===== config.mk =====
export PLATFORM = sky130hd
export DESIGN_NAME = multi_camera_stream_mux
export DESIGN_NICKNAME = d
export VERILOG_FILES = /design/src/rtl/multi_camera_stream_mux.sv
export SDC_FILE = /design/constraint.sdc
export NUM_CORES = 2
export LEC_CHECK = 0
export CORE_UTILIZATION = 45
export CTS_CLUSTER_SIZE = 20
export DETAILED_ROUTE_END_ITERATION = 12
export PLACE_DENSITY = 0.71
export SKIP_CTS_REPAIR_TIMING = 1
export SYNTH_ARGS = -nofsm -noshare
export SYNTH_HDL_FRONTEND = slang
export SYNTH_SLANG_ARGS = --single-unit

===== constraint.sdc =====
create_clock -name clk -period 15.3 [get_ports clk]
set_clock_uncertainty 0.15 [all_clocks]
set_input_delay 1.53 -clock clk [delete_from_list [all_inputs] [get_ports clk]]
set_output_delay 1.53 -clock clk [all_outputs]
set_load 0.005 [all_outputs]

===== src/rtl/multi_camera_stream_mux.sv =====
// Capture front end for NUM_CAMS byte-wide cameras: oversampled inputs, per-camera
// RGB565 assembly into small FIFOs, round-robin merge onto one tagged valid/ready stream.
module multi_camera_stream_mux #(
  parameter  int NUM_CAMS    = 4,
  parameter  int IMG_WIDTH   = 640,
  parameter  int IMG_HEIGHT  = 480,
  parameter  int FIFO_DEPTH  = 16,
  parameter  int SYNC_STAGES = 2,
  localparam int CAM_W       = (NUM_CAMS > 1) ? $clog2(NUM_CAMS) : 1
) (
  input  logic                  clk,
  input  logic                  rst,
  input  logic [NUM_CAMS-1:0]   pclk,
  input  logic [NUM_CAMS-1:0]   vsync,
  input  logic [NUM_CAMS-1:0]   href,
  input  logic [NUM_CAMS*8-1:0] data,
  output logic                  m_valid,
  input  logic                  m_ready,
  output logic [CAM_W-1:0]      m_cam,
  output logic [9:0]            m_x,
  output logic [8:0]            m_y,
  output logic [15:0]           m_pixel,
  output logic                  m_sof,
  output logic                  m_eol,
  output logic [NUM_CAMS-1:0]   frame_done,
  output logic [NUM_CAMS-1:0]   overflow,
  input  logic [NUM_CAMS-1:0]   ovf_clr
);
  // Capture FSM, one per camera
  //   state      | meaning
  //   WAIT_FRAME | idle until the synced vsync falls
  //   ACTIVE     | pairing bytes into pixels, tracking x/y

  localparam int                PW       = $clog2(FIFO_DEPTH);
  localparam logic [10:0]       X_LIM    = 11'(IMG_WIDTH);
  localparam logic [9:0]        Y_LIM    = 10'(IMG_HEIGHT);
  localparam logic [9:0]        X_LAST   = 10'(IMG_WIDTH - 1);
  localparam logic [CAM_W:0]    NCAM     = (CAM_W+1)'(NUM_CAMS);
  localparam logic [CAM_W-1:0]  LAST_CAM = CAM_W'(NUM_CAMS - 1);
  localparam logic [CAM_W-1:0]  CAM_ONE  = CAM_W'(1);
  localparam logic [PW:0]       PTR_ONE  = (PW+1)'(1);

  typedef enum logic {WAIT_FRAME = 1'b0, ACTIVE = 1'b1} cap_state_t;
  typedef struct packed {
    logic [9:0]  x;
    logic [8:0]  y;
    logic [15:0] pix;
  } beat_t;

  beat_t               head [NUM_CAMS];
  logic [NUM_CAMS-1:0] empty;
  logic [NUM_CAMS-1:0] pop;
  logic [CAM_W-1:0]    rr_q;
  logic [CAM_W-1:0]    grant;
  logic [CAM_W-1:0]    arb_idx;
  logic [CAM_W:0]      arb_sum;
  logic                any;
  logic                load;

  for (genvar c = 0; c < NUM_CAMS; c++) begin : g_cam
    logic [10:0] sync_q [SYNC_STAGES];
    logic        s_pclk, s_vsync, s_href;
    logic [7:0]  s_data;
    logic        pclk_q, vsync_q;
    logic        ev, v_rise, v_fall;

    cap_state_t  state_q, state_d;
    logic [9:0]  x_q, x_d;
    logic [8:0]  y_q, y_d;
    logic        tog_q, tog_d;
    logic [7:0]  hi_q, hi_d;
    logic        href_q, href_d;
    logic        done_q, done_d;
    logic        push_c;
    beat_t       push_beat;

    beat_t       mem [FIFO_DEPTH];
    logic [PW:0] wr_q, rd_q;
    logic        full_c, wr_en;
    logic        ovf_q;

    // pclk, vsync, href and data travel together so they stay cycle-aligned
    always_ff @(posedge clk or negedge rst) begin
      if (!rst) begin
        for (int i = 0; i < SYNC_STAGES; i++) sync_q[i] <= '0;
      end else begin
        sync_q[0] <= {pclk[c], vsync[c], href[c], data[8*c +: 8]};
        for (int i = 1; i < SYNC_STAGES; i++) sync_q[i] <= sync_q[i-1];
      end
    end

    assign {s_pclk, s_vsync, s_href, s_data} = sync_q[SYNC_STAGES-1];
    assign ev     = s_pclk & ~pclk_q;
    assign v_rise = s_vsync & ~vsync_q;
    assign v_fall = ~s_vsync & vsync_q;

    always_ff @(posedge clk or negedge rst) begin
      if (!rst) begin
        state_q <= WAIT_FRAME;
        x_q     <= '0;
        y_q     <= '0;
        tog_q   <= 1'b0;
        hi_q    <= '0;
        href_q  <= 1'b0;
        done_q  <= 1'b0;
        pclk_q  <= 1'b0;
        vsync_q <= 1'b0;
      end else begin
        state_q <= state_d;
        x_q     <= x_d;
        y_q     <= y_d;
        tog_q   <= tog_d;
        hi_q    <= hi_d;
        href_q  <= href_d;
        done_q  <= done_d;
        pclk_q  <= s_pclk;
        vsync_q <= s_vsync;
      end
    end

    always_comb begin
      state_d = state_q;
      x_d     = x_q;
      y_d     = y_q;
      tog_d   = tog_q;
      hi_d    = hi_q;
      href_d  = href_q;
      done_d  = 1'b0;
      push_c  = 1'b0;
      case (state_q)
        WAIT_FRAME: begin
          if (v_fall) begin
            state_d = ACTIVE;
            x_d     = '0;
            y_d     = '0;
            tog_d   = 1'b0;
            href_d  = 1'b0;
          end
        end
        ACTIVE: begin
          if (v_rise) begin
            state_d = WAIT_FRAME;
            done_d  = (y_q != 9'd0);
          end else if (ev) begin
            href_d = s_href;
            if (s_href) begin
              if (!tog_q) begin
                hi_d  = s_data;
                tog_d = 1'b1;
              end else begin
                tog_d  = 1'b0;
                push_c = ({1'b0, x_q} < X_LIM) && ({1'b0, y_q} < Y_LIM);
                if (x_q != 10'h3FF) x_d = x_q + 10'd1;
              end
            end else if (href_q) begin
              // line end; a pending odd byte is simply forgotten
              x_d   = '0;
              tog_d = 1'b0;
              if (y_q != 9'h1FF) y_d = y_q + 9'd1;
            end
          end
        end
        default: state_d = WAIT_FRAME;
      endcase
    end

    assign push_beat = '{x: x_q, y: y_q, pix: {hi_q, s_data}};
    assign full_c    = (wr_q[PW-1:0] == rd_q[PW-1:0]) && (wr_q[PW] != rd_q[PW]);
    // a pop in the same cycle frees the slot, so a push into a full FIFO still lands
    assign wr_en     = push_c && (!full_c || pop[c]);

    always_ff @(posedge clk) begin
      if (wr_en) mem[wr_q[PW-1:0]] <= push_beat;
    end

    always_ff @(posedge clk or negedge rst) begin
      if (!rst) begin
        wr_q  <= '0;
        rd_q  <= '0;
        ovf_q <= 1'b0;
      end else begin
        if (wr_en)  wr_q <= wr_q + PTR_ONE;
        if (pop[c]) rd_q <= rd_q + PTR_ONE;
        ovf_q <= (push_c && full_c && !pop[c]) || (ovf_q && !ovf_clr[c]);
      end
    end

    assign empty[c]      = (wr_q == rd_q);
    assign head[c]       = mem[rd_q[PW-1:0]];
    assign frame_done[c] = done_q;
    assign overflow[c]   = ovf_q;
  end

  // rr_q holds the camera the next search starts from
  always_comb begin
    any     = 1'b0;
    grant   = rr_q;
    arb_sum = '0;
    arb_idx = '0;
    for (int k = 0; k < NUM_CAMS; k++) begin
      arb_sum = {1'b0, rr_q} + (CAM_W+1)'(k);
      if (arb_sum >= NCAM) arb_sum = arb_sum - NCAM;
      arb_idx = arb_sum[CAM_W-1:0];
      if (!any && !empty[arb_idx]) begin
        any   = 1'b1;
        grant = arb_idx;
      end
    end
  end

  assign load = !m_valid || m_ready;

  always_comb begin
    pop = '0;
    if (load && any) pop[grant] = 1'b1;
  end

  always_ff @(posedge clk or negedge rst) begin
    if (!rst) begin
      m_valid <= 1'b0;
      m_cam   <= '0;
      m_x     <= '0;
      m_y     <= '0;
      m_pixel <= '0;
      m_sof   <= 1'b0;
      m_eol   <= 1'b0;
      rr_q    <= '0;
    end else if (load) begin
      m_valid <= any;
      if (any) begin
        m_cam   <= grant;
        m_x     <= head[grant].x;
        m_y     <= head[grant].y;
        m_pixel <= head[grant].pix;
        m_sof   <= (head[grant].x == 10'd0) && (head[grant].y == 9'd0);
        m_eol   <= (head[grant].x == X_LAST);
        rr_q    <= (grant == LAST_CAM) ? '0 : grant + CAM_ONE;
      end
    end
  end

endmodule

Word level (Yosys, flattened, before mapping)
Memory sizes are Yosys's and may differ from the RTL's.
Cells that the tools add are included.
{"block": "totals", "ff_bits": 306, "ramBits": 2240, "inputBits": 51, "out_inout_bits": 48, "mem_count": 4}
{"name": "g_cam[0].mem", "depth": 16, "width": 35, "read_ports": 1, "rd_ports_with_merged_regs": 0, "wr": 1, "line": "77", "source": "beat_t mem [FIFO_DEPTH];"}
{"name": "g_cam[1].mem", "depth": 16, "width": 35, "read_ports": 1, "rd_ports_with_merged_regs": 0, "wr": 1, "line": "77"}
{"name": "g_cam[2].mem", "depth": 16, "width": 35, "read_ports": 1, "rd_ports_with_merged_regs": 0, "wr": 1, "line": "77"}
{"name": "g_cam[3].mem", "depth": 16, "width": 35, "read_ports": 1, "rd_ports_with_merged_regs": 0, "wr": 1, "line": "77"}
{"block": "op_classes", "addsub": 24, "order_cmp": 19, "n_eq_ne": 58, "n_mux": 175, "n_bitwise": 37, "reduce_logical": 84}
{"op": "10-bit 2-to-1 mux", "count": 28}
{"op": "9-bit 2-to-1 mux", "count": 24}
{"op": "1-bit 2-to-1 mux", "count": 85}
{"op": "10-bit case mux with 2 select lines", "count": 4}
{"op": "9-bit case mux with 2 select lines", "count": 4}
{"op": "35-bit binary-select mux with 2-bit select", "count": 1}
{"op": "35-bit 2-to-1 mux", "count": 2}
{"op": "6-bit AND reduction", "count": 8}
{"op": "10-bit by 1-bit adder with 10-bit output (second input constant)", "count": 4}
{"op": "5-bit by 1-bit adder with 5-bit output (second input constant)", "count": 8}
{"op": "10-bit less-than comparator (second input constant)", "count": 4}
{"op": "10-bit != test (second input constant)", "count": 4}
{"op": "9-bit by 1-bit adder with 9-bit output (second input constant)", "count": 4}
{"op": "9-bit less-than comparator (second input constant)", "count": 4}
{"op": "3-bit by 2-bit != test with 1-bit output (second input constant)", "count": 12}
{"op": "9-bit != test (second input constant)", "count": 4}
{"op": "9-bit nonzero test", "count": 4}
{"op": "2-bit != test (second input constant)", "count": 16}
{"op": "1-bit logical AND", "count": 30}
{"op": "1-bit NOT", "count": 24}
{"op": "1-bit case mux with 2 select lines", "count": 12}
{"op": "5-bit equality test", "count": 4}
{"op": "5-bit AND reduction", "count": 4}
{"op": "1-bit zero test", "count": 18}
{"op": "25 further kinds", "count": 85}

Longest topological paths before layout
{"block": "depth", "ltp_word": 23, "depth_mapped": 16}

Worst setup path before layout
Ideal clock, no wire load.
{"block": "synth_path", "path_type": "flip-flop to flip-flop", "from": "register g_cam[3].rd_q[0]", "to": "memory g_cam[0].mem[3][0] (netlist name) (enable)", "setup_ns": 0.471, "t_arrival_ns": 5.595, "setup_slack_ns": 9.084, "path_stages_with_launch": 17, "n_path_buf": 4, "synth_period_minus_slack_ns": 6.216, "path_cell_list": "dfrtp_1 buf_2 xnor2_1 nand4_2 nor4_2 nor2_1 o221a_4 clkinv_4 buf_4 clkbuf_1 ha_1 and2_1 clkbuf_1 nor3b_1 nor3_2 nand2_1 nor3_1"}
{"block": "synth_via", "elab_chain_len": 21, "word_cells_on_any_way": 36, "cone_classes": "2 x order compare; 1 x eq/ne; 21 x mux; 12 x reduce/logical"}
{"element": "start: declaration", "line": "78", "source": "logic [PW:0] wr_q, rd_q;"}
{"element": "start signal: assignment", "line": "183", "source": "if (pop[c]) rd_q <= rd_q + PTR_ONE;"}
{"element": "5-bit equality test (*)", "line": "188", "source": "assign empty[c] = (wr_q == rd_q);"}
{"element": "1-bit binary-select mux with 2-bit select", "line": "204", "source": "if (!any && !empty[arb_idx]) begin"}
{"element": "1-bit 2-to-1 mux (implied by the code)", "line": "204"}
{"element": "1-bit zero test", "line": "204"}
{"element": "1-bit logical AND", "line": "204"}
{"element": "1-bit 2-to-1 mux", "line": "204"}
{"element": "1-bit zero test", "line": "204"}
{"element": "1-bit logical AND", "line": "204"}
{"element": "[... 5 more ...]"}
{"element": "1-bit logical AND (implied by the code)", "line": "215", "source": "if (load && any) pop[grant] = 1'b1;"}
{"element": "1-bit 2-to-1 mux (implied by the code)", "line": "215"}
{"element": "1-bit demux with 2-bit select", "line": "215"}
{"element": "4-bit 2-to-1 mux (*)", "line": "215"}
{"element": "1-bit logical OR (*)", "line": "170", "source": "assign wr_en = push_c && (!full_c || pop[c]);"}
{"element": "1-bit logical AND (*)", "line": "170"}
{"element": "1-bit 2-to-1 mux (*)", "line": "173", "source": "if (wr_en) mem[wr_q[PW-1:0]] <= push_beat;"}
{"element": "1-bit 2-to-1 mux (implied by the code) (*)", "line": "173"}
{"element": "end: declaration", "line": "77"}
Every way passes the cells marked *; elsewhere a longest branch is shown, timed or not. The select of a mux whose other input is x is not followed.

Worst setup path in the final report
{"block": "layout_path", "from": "register g_cam[3].rd_q[0]", "to": "memory g_cam[0].mem[5][14] (netlist name) (enable)"}
The elaborated chain is that of the path after synthesis.

==> reports/metrics.cfg <==
[power]
pwr-share-seq_pct=42.8
power_leakage_nw=36.12
peakVddDrop_v=0.0001484
p_switching_w=0.006122
pwr-share-comb_pct=25.4
p_int_w=0.01396
clockPowerShare_pct=31.8
p_sw_share_pct=30.48
power_density_mw_per_mm2=180.1

[sta]
timing.final.crit_share_pct=43.01
clock.fmax_mhz=151.9
grt_setup_unrepaired=false
tightest_slew_ns=1.303
max_slew_margin_pct=12.94
period_minus_slack_ns=6.581
final_max_slew_viol_count=0
hold_violations=0
tns_ns=0
final.setup.worst_slack_ns=8.719
setup-violations-final=0

[critical_path]
r2r_start=g_cam[3].rd_q[0]$_DFFE_PN0P_
critPathKind=register to register
path_cells=xnor2_1 > nand4_2 > o21ai_0 > a21o_1 > nand2_4 > inv_4 > ha_1 > and2_1 > nor3b_1 > nor3_2 > nand2_1 > nor2_4
setup.worst_path.start=g_cam[3].rd_q[0]$_DFFE_PN0P_
cp.buffers_inverters=1
critPathCaptureType=register
cp_max_fo=45
cp_top_family=simple AND/OR/NAND/NOR gates
start_kind=register
cp.arrival_ns=6.95
slowest_stage=nor2_4
cpPeakStageDelay_ns=1.03
required_ns=15.67

[finish]
final_cell_area_sq_mm=0.1115
syn2layout_area_growth_pct=13.53
finalNonFillerCells=7951
nets=4991
drive_gt1_share_pct=25.13

[synth]
postSynthCellCount=4665
synth_edf_count=2240
yosysTopAreaCell=edfxtp_1
synth_area_leaders=edfxtp_1, mux4_2, dfrtp_1, nand2_1, nor2_1
syn_area_per_cell_sq_um=21.05
syn-num-nets=4756
yosys.area.top_type_share_pct=68.49
yosysMostFrequentCell=edfxtp_1
ys_seq_elements=2546
yosysWarnings=0
synth_top_cells_by_count=edfxtp_1, mux4_2, dfrtp_1
synth_cell_types=67
seq_area_frac_synth_pct=76.29
yosys_most_used_dff=edfxtp_1
synth.cell_area_sq_mm=0.09821
async_flop_share_pct=12.02

[drt]
ant_nets=0
drt_first_iter_violations=5517
wl_mm=228.4
viasPerCell=5.948
vias=47290
wire_per_inst_microns=28.72
drcViolationCount=0
drt_first_pass_iters=5

[die]
core-area_sq_mm=0.2170
row_count=171
dieArea_sq_mm=0.2201
die_h_microns=469.2
ioPinCount=99
start_util_pct=45.27
die_w_microns=469.2

[placement]
dpl_cell_area_sq_mm=0.1029
port_buffers=98
dp_slack_ns=8.724
dp_cells=7478
gp_congestion=0.9087
dp_hpwl_mm=140.0

[clock_tree]
cts.clk_slew.worst_paths_ns=0.06
cts.sinks=2546
cts_tree=done
htreeDepth=5
clk_path_buf_depth=4
cts_root_buf=clkbuf_16
clk_latency_ns=0.92
cts_buffers=274

[global_routing]
grt_max_degree=141
grtUsageMet3_pct=3.415
overflow=0
grt_usage_pct=20.93
gr-max-usage-layer=met2
grt_pass1_vias=47550
grt_pass1_wl_mm=333.4
use_met1_pct=29.27
antenna_found_initial=6
grtUsageMet2_pct=33.20

[hold_path]
min_from=g_cam[2].sync_q[13]$_DFF_PN0_
min_path_type=register to register

[run]
max-cap-violations=0

[outcome]
status=complete, no violations

placed cells by master (no fill, tap or decap), types with 12 or more instances in the layout:
cell and n:
mux2i_1 29, nor3b_1 13, buf_4 86, bufinv_16 22
clkinv_2 34, clkbuf_8 16, nand2b_1 20, a21oi_1 31
xnor2_1 55, nor2_1 157, ha_1 40, nand3_1 92
a31oi_1 12, nand2_1 261, inv_1 30, nor3_2 20
mux2_2 48, nor2_4 46, and3_1 17, clkdlybuf4s50_1 97
nor2b_1 24, mux4_2 668, o21ai_0 145, nand4_1 25
clkbuf_1 75, clkbuf_16 280, a211oi_1 21, dfrtp_4 12
edfxtp_1 2240, xor2_1 34, dfrtp_1 290, clkinv_1 32
power by group through the flow:
stage               sequential, W  combinational, W  clock [W]
finish                    0.00859           0.00510    0.00639
global route              0.00864           0.00535    0.00675
CTS                       0.00860           0.00511    0.00648
detailed placement        0.00875           0.00508          0
global placement          0.00872           0.00507          0
floorplan                 0.00823           0.00363          0
stage by stage:
step	hold WS, ns	util (%)	power [W]
floorplan	0.1812	-	0.01185
global placement	0.1824	47.43	0.01379
detailed placement	0.1847	47.43	0.01383
CTS	0.1981	51.39	0.02020
global route	0.2028	51.39	0.02073
finish	0.1964	51.39	0.02009
per-layer routing:
metal	up-vias	wire length [microns]
met3	404	16970
met4	4	9272
met1	25270	91820
li1	19500	-
met2	2112	110300
met5	-	27
path summary, 6_finish.rpt:
kind / endpoint / slack [ns] / depth (start not counted)
setup / recovery: g_cam[0].mem[5][14]$_DFFE_PP_ / 8.72 / 12
hold / removal: g_cam[2].push_beat[2]$_DFF_PN0_ / 0.20 / 0
setup reg to reg: g_cam[0].mem[5][14]$_DFFE_PP_ / 8.72 / 12
hold reg to reg: g_cam[2].push_beat[2]$_DFF_PN0_ / 0.20 / 0
max in group asynchronous: g_cam[3].x_q[0]$_DFFE_PN0P_ / 12.46 / 3
min in group asynchronous: g_cam[2].sync_q[21]$_DFF_PN0_ / 0.53 / 1
state kept, by name, summed over array words and instances, names as in the netlist, 9 cells and up:
register and flops:
g_cam.push_beat 32, m_pixel 16, m_y 9, m_x 10, g_cam.rd_q 20, g_cam.y_q 36
g_cam.x_q 40, g_cam.sync_q 44, g_cam.wr_q 20, g_cam.mem 2240, g_cam.hi_q 32
cell type report:
cell class / count / area (sq um)
well taps: 2854 / 3571
inverters: 36 / 142.6
multi-input cells: 1854 / 22510
flip-flops and latches: 2546 / 74970
repair buffers: 188 / 1712
fillers: 16600 / 105500
clock buffers: 371 / 7508
clock inverters: 98 / 1074
diodes: 4 / 10.01
worst register-to-register path: stages, from the launching register on:
cell and delay, ns:
dfrtp_4 0.97, xnor2_1 0.23, nand4_2 0.36, o21ai_0 0.39, a21o_1 0.59, nand2_4 0.44
inv_4 0.51, ha_1 0.24, and2_1 0.25, nor3b_1 0.15, nor3_2 0.47, nand2_1 0.35
nor2_4 1.03
logic make-up after synthesis:
group | count (synthesis) | synth area share [%]
AO/OA/AOI/OAI | 250 | 1.508
flip-flops | 2546 | 76.29
adder cells (fa/ha/maj) | 43 | 0.5402
buffers and inverters | 265 | 1.256
AND/OR/NAND/NOR | 724 | 3.397
multiplexers | 745 | 16.17
XOR/XNOR | 92 | 0.8434
Power figures use the tool's default switching activity.
